## src/rtl/pipe_hazard_ctrl_pkg.sv

```systemverilog
// Shared types and constants for the pipeline stall/flush controller
// and its hazard detection logic.
package pipe_ctrl_pkg;

  typedef enum logic [1:0] {
    RUN      = 2'd0,
    LU_STALL = 2'd1,
    FLUSH    = 2'd2,
    HALT     = 2'd3
  } state_t;

  localparam logic [4:0] REG_ZERO  = 5'd0;
  localparam int         MAX_FLUSH = 3;

endpackage

```

## src/rtl/pipe_hazard_ctrl_if.sv

```systemverilog
// Pipeline-side signal bundle: hazard/redirect requests into the
// controller and stage enable/flush controls back out.
interface pipe_hazard_ctrl_if;
  logic       ex_mem_read;
  logic [4:0] ex_rt;
  logic [4:0] id_rs;
  logic [4:0] id_rt;
  logic       id_use_rs;
  logic       id_use_rt;
  logic       jmp;
  logic       br_mispred;
  logic       halt;
  logic       resume;
  logic       pc_en;
  logic       ifid_en;
  logic       ifid_flush;
  logic       idex_flush;
  logic       halted;

  modport master (
    output ex_mem_read, ex_rt, id_rs, id_rt, id_use_rs, id_use_rt,
           jmp, br_mispred, halt, resume,
    input  pc_en, ifid_en, ifid_flush, idex_flush, halted
  );

  modport slave (
    input  ex_mem_read, ex_rt, id_rs, id_rt, id_use_rs, id_use_rt,
           jmp, br_mispred, halt, resume,
    output pc_en, ifid_en, ifid_flush, idex_flush, halted
  );
endinterface

```

## src/rtl/pipe_hazard_ctrl_hazard_detect.sv

```systemverilog
// Combinational load-use hazard check between the load in EX and the
// source operands of the instruction in ID.
module hazard_detect
  import pipe_ctrl_pkg::*;
(
  input  logic       mem_read,
  input  logic [4:0] ex_rt,
  input  logic [4:0] rs,
  input  logic [4:0] rt,
  input  logic       use_rs,
  input  logic       use_rt,
  output logic       lu
);

  // $zero is never a real dependency, so a load targeting it cannot stall.
  assign lu = mem_read && (ex_rt != REG_ZERO) &&
              ((use_rs && (rs == ex_rt)) || (use_rt && (rt == ex_rt)));

endmodule

```

## src/rtl/pipe_hazard_ctrl.sv

```systemverilog
// Stall/flush sequencer for the 5-stage pipeline with saturating
// performance counters for the debug display.
//
// state    | meaning
// RUN      | normal issue; redirects, halt and load-use stalls accepted
// LU_STALL | single bubble cycle after a load-use stall
// FLUSH    | extra IF/ID bubbles after a redirect (FLUSH_CYCLES > 1)
// HALT     | pipeline frozen until resume or a correcting mispredict
module pipe_hazard_ctrl
  import pipe_ctrl_pkg::*;
#(
  parameter int FLUSH_CYCLES = 1,
  parameter int CNT_W        = 32
) (
  input  logic             clk,
  input  logic             rst,
  input  logic             en,
  pipe_hazard_ctrl_if.slave bus,
  output logic [CNT_W-1:0] cycle_cnt,
  output logic [CNT_W-1:0] stall_cnt,
  output logic [CNT_W-1:0] flush_cnt
);

  localparam logic [1:0] FC_LOAD = 2'(FLUSH_CYCLES - 1);

  state_t     state, state_next;
  logic [1:0] fc, fc_next;
  logic       lu;
  logic       stall_inc, flush_inc;
  state_t     redirect_state;

  hazard_detect u_hazard_detect (
    .mem_read (bus.ex_mem_read),
    .ex_rt    (bus.ex_rt),
    .rs       (bus.id_rs),
    .rt       (bus.id_rt),
    .use_rs   (bus.id_use_rs),
    .use_rt   (bus.id_use_rt),
    .lu       (lu)
  );

  // A single-cycle redirect is fully covered by the bubble issued in the
  // accepting cycle, so FLUSH is only entered for longer flushes.
  assign redirect_state = (FLUSH_CYCLES > 1) ? FLUSH : RUN;

  always_ff @(posedge clk or negedge rst) begin
    if (!rst) begin
      state <= RUN;
      fc    <= 2'd0;
    end else begin
      state <= state_next;
      fc    <= fc_next;
    end
  end

  always_comb begin
    state_next = state;
    fc_next    = fc;
    if (en) begin
      case (state)
        RUN: begin
          if (bus.br_mispred || bus.jmp) begin
            state_next = redirect_state;
            fc_next    = FC_LOAD;
          end else if (bus.halt) begin
            state_next = HALT;
          end else if (lu) begin
            state_next = LU_STALL;
          end
        end
        LU_STALL, HALT: begin
          if (bus.br_mispred) begin
            state_next = redirect_state;
            fc_next    = FC_LOAD;
          end else if (state == LU_STALL || bus.resume) begin
            state_next = RUN;
          end
        end
        FLUSH: begin
          if (bus.br_mispred) begin
            fc_next = FC_LOAD;
          end else if (fc <= 2'd1) begin
            fc_next    = 2'd0;
            state_next = RUN;
          end else begin
            fc_next = fc - 2'd1;
          end
        end
        default: state_next = RUN;
      endcase
    end
  end

  always_comb begin
    bus.pc_en      = 1'b1;
    bus.ifid_en    = 1'b1;
    bus.ifid_flush = 1'b0;
    bus.idex_flush = 1'b0;
    bus.halted     = 1'b0;
    stall_inc      = 1'b0;
    flush_inc      = 1'b0;
    if (!rst) begin
      bus.pc_en      = 1'b0;
      bus.ifid_en    = 1'b0;
      bus.ifid_flush = 1'b1;
      bus.idex_flush = 1'b1;
    end else if (!en) begin
      bus.pc_en   = 1'b0;
      bus.ifid_en = 1'b0;
      bus.halted  = (state == HALT);
    end else begin
      case (state)
        RUN: begin
          if (bus.br_mispred) begin
            bus.ifid_flush = 1'b1;
            bus.idex_flush = 1'b1;
            flush_inc      = 1'b1;
          end else if (bus.jmp) begin
            bus.ifid_flush = 1'b1;
            flush_inc      = 1'b1;
          end else if (bus.halt) begin
            bus.pc_en      = 1'b0;
            bus.ifid_en    = 1'b0;
            bus.idex_flush = 1'b1;
          end else if (lu) begin
            bus.pc_en      = 1'b0;
            bus.ifid_en    = 1'b0;
            bus.idex_flush = 1'b1;
            stall_inc      = 1'b1;
          end
        end
        FLUSH: begin
          bus.ifid_flush = 1'b1;
          if (bus.br_mispred) begin
            bus.idex_flush = 1'b1;
            flush_inc      = 1'b1;
          end
        end
        LU_STALL, HALT: begin
          if (bus.br_mispred) begin
            bus.ifid_flush = 1'b1;
            bus.idex_flush = 1'b1;
            flush_inc      = 1'b1;
          end else if (state == HALT) begin
            bus.pc_en      = 1'b0;
            bus.ifid_en    = 1'b0;
            bus.idex_flush = 1'b1;
            bus.halted     = 1'b1;
          end
        end
        default: ;
      endcase
    end
  end

  always_ff @(posedge clk or negedge rst) begin
    if (!rst) begin
      cycle_cnt <= '0;
      stall_cnt <= '0;
      flush_cnt <= '0;
    end else if (en) begin
      if (state != HALT && cycle_cnt != '1) cycle_cnt <= cycle_cnt + 1'b1;
      if (stall_inc && stall_cnt != '1)     stall_cnt <= stall_cnt + 1'b1;
      if (flush_inc && flush_cnt != '1)     flush_cnt <= flush_cnt + 1'b1;
    end
  end

endmodule

```

## src/flat_wrapper.sv

```systemverilog
// flat-port wrapper written by rule: the top's interface ports become plain ports
module pipe_hazard_ctrl_flat import pipe_ctrl_pkg::*;
#(
  parameter int FLUSH_CYCLES = 1,
  parameter int CNT_W        = 32
)
  (clk, rst, en, cycle_cnt, stall_cnt, flush_cnt, bus_ex_mem_read, bus_ex_rt, bus_id_rs, bus_id_rt, bus_id_use_rs, bus_id_use_rt, bus_jmp, bus_br_mispred, bus_halt, bus_resume, bus_pc_en, bus_ifid_en, bus_ifid_flush, bus_idex_flush, bus_halted);
  pipe_hazard_ctrl_if bus_i ();
  input  logic clk;
  input  logic rst;
  input  logic en;
  output logic [CNT_W-1:0] cycle_cnt;
  output logic [CNT_W-1:0] stall_cnt;
  output logic [CNT_W-1:0] flush_cnt;
  input wire logic [$bits(bus_i.ex_mem_read)-1:0] bus_ex_mem_read;
  input wire logic [$bits(bus_i.ex_rt)-1:0] bus_ex_rt;
  input wire logic [$bits(bus_i.id_rs)-1:0] bus_id_rs;
  input wire logic [$bits(bus_i.id_rt)-1:0] bus_id_rt;
  input wire logic [$bits(bus_i.id_use_rs)-1:0] bus_id_use_rs;
  input wire logic [$bits(bus_i.id_use_rt)-1:0] bus_id_use_rt;
  input wire logic [$bits(bus_i.jmp)-1:0] bus_jmp;
  input wire logic [$bits(bus_i.br_mispred)-1:0] bus_br_mispred;
  input wire logic [$bits(bus_i.halt)-1:0] bus_halt;
  input wire logic [$bits(bus_i.resume)-1:0] bus_resume;
  output wire logic [$bits(bus_i.pc_en)-1:0] bus_pc_en;
  output wire logic [$bits(bus_i.ifid_en)-1:0] bus_ifid_en;
  output wire logic [$bits(bus_i.ifid_flush)-1:0] bus_ifid_flush;
  output wire logic [$bits(bus_i.idex_flush)-1:0] bus_idex_flush;
  output wire logic [$bits(bus_i.halted)-1:0] bus_halted;
  assign bus_i.ex_mem_read = bus_ex_mem_read;
  assign bus_i.ex_rt = bus_ex_rt;
  assign bus_i.id_rs = bus_id_rs;
  assign bus_i.id_rt = bus_id_rt;
  assign bus_i.id_use_rs = bus_id_use_rs;
  assign bus_i.id_use_rt = bus_id_use_rt;
  assign bus_i.jmp = bus_jmp;
  assign bus_i.br_mispred = bus_br_mispred;
  assign bus_i.halt = bus_halt;
  assign bus_i.resume = bus_resume;
  assign bus_pc_en = bus_i.pc_en;
  assign bus_ifid_en = bus_i.ifid_en;
  assign bus_ifid_flush = bus_i.ifid_flush;
  assign bus_idex_flush = bus_i.idex_flush;
  assign bus_halted = bus_i.halted;
  pipe_hazard_ctrl #(.FLUSH_CYCLES(FLUSH_CYCLES), .CNT_W(CNT_W)) u_core (.clk(clk), .rst(rst), .en(en), .bus(bus_i), .cycle_cnt(cycle_cnt), .stall_cnt(stall_cnt), .flush_cnt(flush_cnt));
endmodule
```

## config.mk

```make
export PLATFORM = sky130hd
export DESIGN_NAME = pipe_hazard_ctrl_flat
export DESIGN_NICKNAME = d
export VERILOG_FILES = /design/src/rtl/pipe_hazard_ctrl_pkg.sv /design/src/rtl/pipe_hazard_ctrl_if.sv /design/src/rtl/pipe_hazard_ctrl_hazard_detect.sv /design/src/rtl/pipe_hazard_ctrl.sv /design/src/flat_wrapper.sv
export SDC_FILE = /design/constraint.sdc
export NUM_CORES = 1
export LEC_CHECK = 0
export CORE_MARGIN = 10
export CORE_UTILIZATION = 55
export CTS_BUF_LIST = sky130_fd_sc_hd__clkbuf_8
export DETAILED_ROUTE_END_ITERATION = 16
export PLACE_DENSITY = 0.88
export SLEW_MARGIN = 20
export SYNTH_ARGS = -nofsm -noshare
export SYNTH_HDL_FRONTEND = slang
export SYNTH_SLANG_ARGS = --single-unit
export TNS_END_PERCENT = 5
```

## constraint.sdc

```tcl
create_clock -name clk -period 3.4 [get_ports clk]
set_clock_uncertainty 0.05 [all_clocks]
set_input_delay 0.68 -clock clk [delete_from_list [all_inputs] [get_ports clk]]
set_output_delay 0.68 -clock clk [all_outputs]
set_load 0.005 [all_outputs]
```

==> flow_summary.json <==
{
  "worst_path_largest_cell_delay_ns": 0.57,
  "status": "finished clean",
  "worst_skew_pair.late_latency_ns": 0.36,
  "average_wire_per_standard_cell_um": 17.0,
  "syn-mean-instance-area_um2": 10.3,
  "floorplan.rows": 35,
  "most_area_consuming_cells_after_synthesis": "sky130_fd_sc_hd__dfrtp_1 49%, sky130_fd_sc_hd__xor2_1 8.8%, sky130_fd_sc_hd__xnor2_1 8.4%",
  "dominantRegCellSynth": "sky130_fd_sc_hd__dfrtp_1",
  "synth.lib_cells_used.distinct": 55,
  "setup_violations": 0,
  "highest_achievable_clock_rate_mhz": 297,
  "timing_hold_violations_final": 0,
  "cp.arrival_ns": 2.64,
  "timing.final.max_slew_violations": 0,
  "maximum_number_of_pins_on_one_net_before_global_route_repair": 78,
  "critical_path_required_ns": 2.67,
  "post-route-util_pct": 74.6,
  "via_count": 4144,
  "grt.total_usage_pct": 19.4,
  "critical-path-slowest-cell": "sky130_fd_sc_hd__or4_4",
  "globalRouteOverflowTotal": 0,
  "netlist.area_leader.share_pct": 49.2,
  "h-tree-depth": 3,
  "grt_pass1_vias": 4260,
  "wire_length_of_the_first_global_routing_pass_mm": 21.2,
  "fp.dieW_um": 116,
  "synth_fp_nets": 522,
  "tritoncts_num_sinks": 100,
  "critical_path.max_fanout": 2,
  "cts_max_path_buffers": 2,
  "drive_above_1_share_pct": 10.3,
  "initial_antenna_violation_count": 0,
  "count_leader_synth": "sky130_fd_sc_hd__dfrtp_1",
  "cts.clk_slew.worst_paths_ns": 0.09,
  "globalRouteMet3Util_pct": 5.55,
  "ys_async_sr_fraction_pct": 100,
  "grt_util_met1_pct": 23.4,
  "initial_utilization_pct": 55.8,
  "ir_drop_mv": 0.237,
  "max_cap_viol_count": 0,
  "yosys_warnings": 0,
  "synthesis.instances": 494,
  "final_antenna_net_count": 0,
  "place.port_buffers": 125,
  "max-slew-margin-rel_pct": 36.6,
  "stdcell_count": 753,
  "cts.root.buffer_cell": "sky130_fd_sc_hd__clkbuf_8",
  "synth_largest_area_cell": "sky130_fd_sc_hd__dfrtp_1",
  "cp-start-kind": "primary input",
  "routed_wl_mm": 12.8,
  "synth_enable_flop_cells": 0,
  "core-area_um2": 9110,
  "die_height_um": 116,
  "clock_tree_from_tritoncts": "done",
  "synth.yosys.seq_area_share_pct": 49.2,
  "p_per_area_nw_per_um2": 385,
  "critical-path-top-delay-family": "buffers and inverters",
  "num-fill-cells": 642,
  "cts_hold_repair.buffers": 0,
  "drtIter0Drc": 279,
  "antenna_cells_inserted": 0,
  "setup.worst_path.class": "primary input to output port",
  "post-route-period-util_pct": 99.2,
  "post_syn_area_um2": 5080,
  "num-nets-final": 665,
  "finalHoldWorstSlack_ns": 0.0674,
  "place_inst": 736,
  "globalRouteMet2Util_pct": 32.3,
  "io_pins": 126,
  "first_drt_pass_iteration_count": 4,
  "commonest_cells_in_the_netlist": "100 x sky130_fd_sc_hd__dfrtp_1, 60 x sky130_fd_sc_hd__nand2_1, 51 x sky130_fd_sc_hd__xor2_1, 49 x sky130_fd_sc_hd__xnor2_1, 42 x sky130_fd_sc_hd__nor2_1",
  "vias_per_cell": 5.50,
  "die_area_um2": 13500,
  "drt_drc_violations_left": 0,
  "cts_buffers": 9,
  "rsz0062_at_grt": "yes",
  "worstHoldPathType": "primary input to async pin",
  "area.growth.synth_to_final_pct": 33.7,
  "crit_buf_inv": 2,
  "worst-slew-pin-transition_ns": 0.951,
  "routabilityCongestion": 0.863,
  "place.detailed.hpwl_mm": 9.71,
  "path_cells": "clkdlybuf4s50_1 -> or4_4 -> o21ai_4 -> nor2b_4 -> a2111oi_2 -> a21oi_1 -> dlygate4sd2_1",
  "gr-max-usage-layer": "met2",
  "postSynthRegisterBits": 100,
  "worstSetupEndpointType": "output port",
  "timing.final.crit_period_ns": 3.37,
  "total_leakage_power_uw": 0.00304
}
==> cells by family after synthesis <==
kind of cell	count (synthesis)	synth area share [%]
simple gates	238	26.4
xor+xnor	100	17.2
fa+ha+maj	3	0.739
buf+inv	22	1.87
compound gates	28	3.89
flops	100	49.2
mux	3	0.665
==> cells in the final DEF (no fill, tap or decap), drive strengths merged, types with 2 or more instances in the layout <==
master,instances
nor4,13
inv,16
nor2b,5
and4,10
o211ai,2
dfrtp,100
nand2b,5
nor2,43
nand3,35
dlygate4sd2,3
and3,8
dlymetal6s2s,3
clkbuf,9
a31oi,4
clkinvlp,2
buf,16
or4,3
nor3,28
mux2,3
nand2,60
clkinv,2
nor4b,2
and2,3
xnor2,49
ha,3
nand4,17
clkdlybuf4s50,118
a21oi,6
xor2,51
o21ai,5
or2,2
==> area by class of cell <==
cell class / instances / area, um2 / area share [%]
tap: 111 / 139 / 2.04
clock inverter: 7 / 70.1 / 1.03
sequential: 100 / 2500 / 36.8
multi-input combinational: 372 / 2540 / 37.4
timing repair buffer: 140 / 1370 / 20.1
inverter: 14 / 52.6 / 0.773
clock buffer: 9 / 124 / 1.82
==> repair_timing <==
item | CTS | global route
cloned | 0 | 0
setup buffers | 1 | 0
pin swaps | 4 | 3
endpoints found under the setup margin | 3 | 3
gates resized for setup | 12 | 6
==> sequential cells by signal (all words and copies together), names as in the netlist <==
name              flops
u_core.cycle_cnt     32
u_core.stall_cnt     32
u_core.fc             2
u_core.state          2
u_core.flush_cnt     32
==> metrics by stage <==
| step | cell area, um2 | power, uW | worst slack [ns] | setup TNS [ns] |
|---|---|---|---|---|
| after global placement | 6530 | 1850 | -0.308 | -0.671 |
| after CTS | 6770 | 2630 | 0.000740 | 0 |
| after detailed placement | 6530 | 1880 | -0.387 | -0.877 |
| after global routing | 6800 | 2740 | -0.0418 | -0.0999 |
| final | 6800 | 2610 | 0.0279 | 0 |
| after floorplan | 5080 | 1580 | 0.736 | 0 |
==> layer usage <==
layer | up-vias | share of wire (%)
met5 | - | 0
met4 | 0 | 1.8
met3 | 17 | 6.6
met2 | 123 | 49
met1 | 2012 | 43
li1 | 1992 | -
==> power by group <==
part	switching, uW	leakage (uW)	internal, uW
Sequential	121	0.00134	1270
Combinational	200	0.00160	266
Clock	419	0.0000980	338
==> final timing paths <==
check | from | end | slack [ns] | cells past startpoint
hold / removal | rst | u_core.state[0] | 0.07 | 1
setup / recovery | bus_ex_rt[3] | bus_idex_flush | 0.03 | 7
min in group clk | u_core.cycle_cnt[15] | u_core.cycle_cnt[15] | 0.44 | 1
hold reg to reg | u_core.cycle_cnt[15] | u_core.cycle_cnt[15] | 0.44 | 1
max in group asynchronous | rst | u_core.flush_cnt[12] | 2.12 | 2
setup reg to reg | u_core.stall_cnt[6] | u_core.stall_cnt[1] | 1.19 | 6
Power figures use the tool's default switching activity.
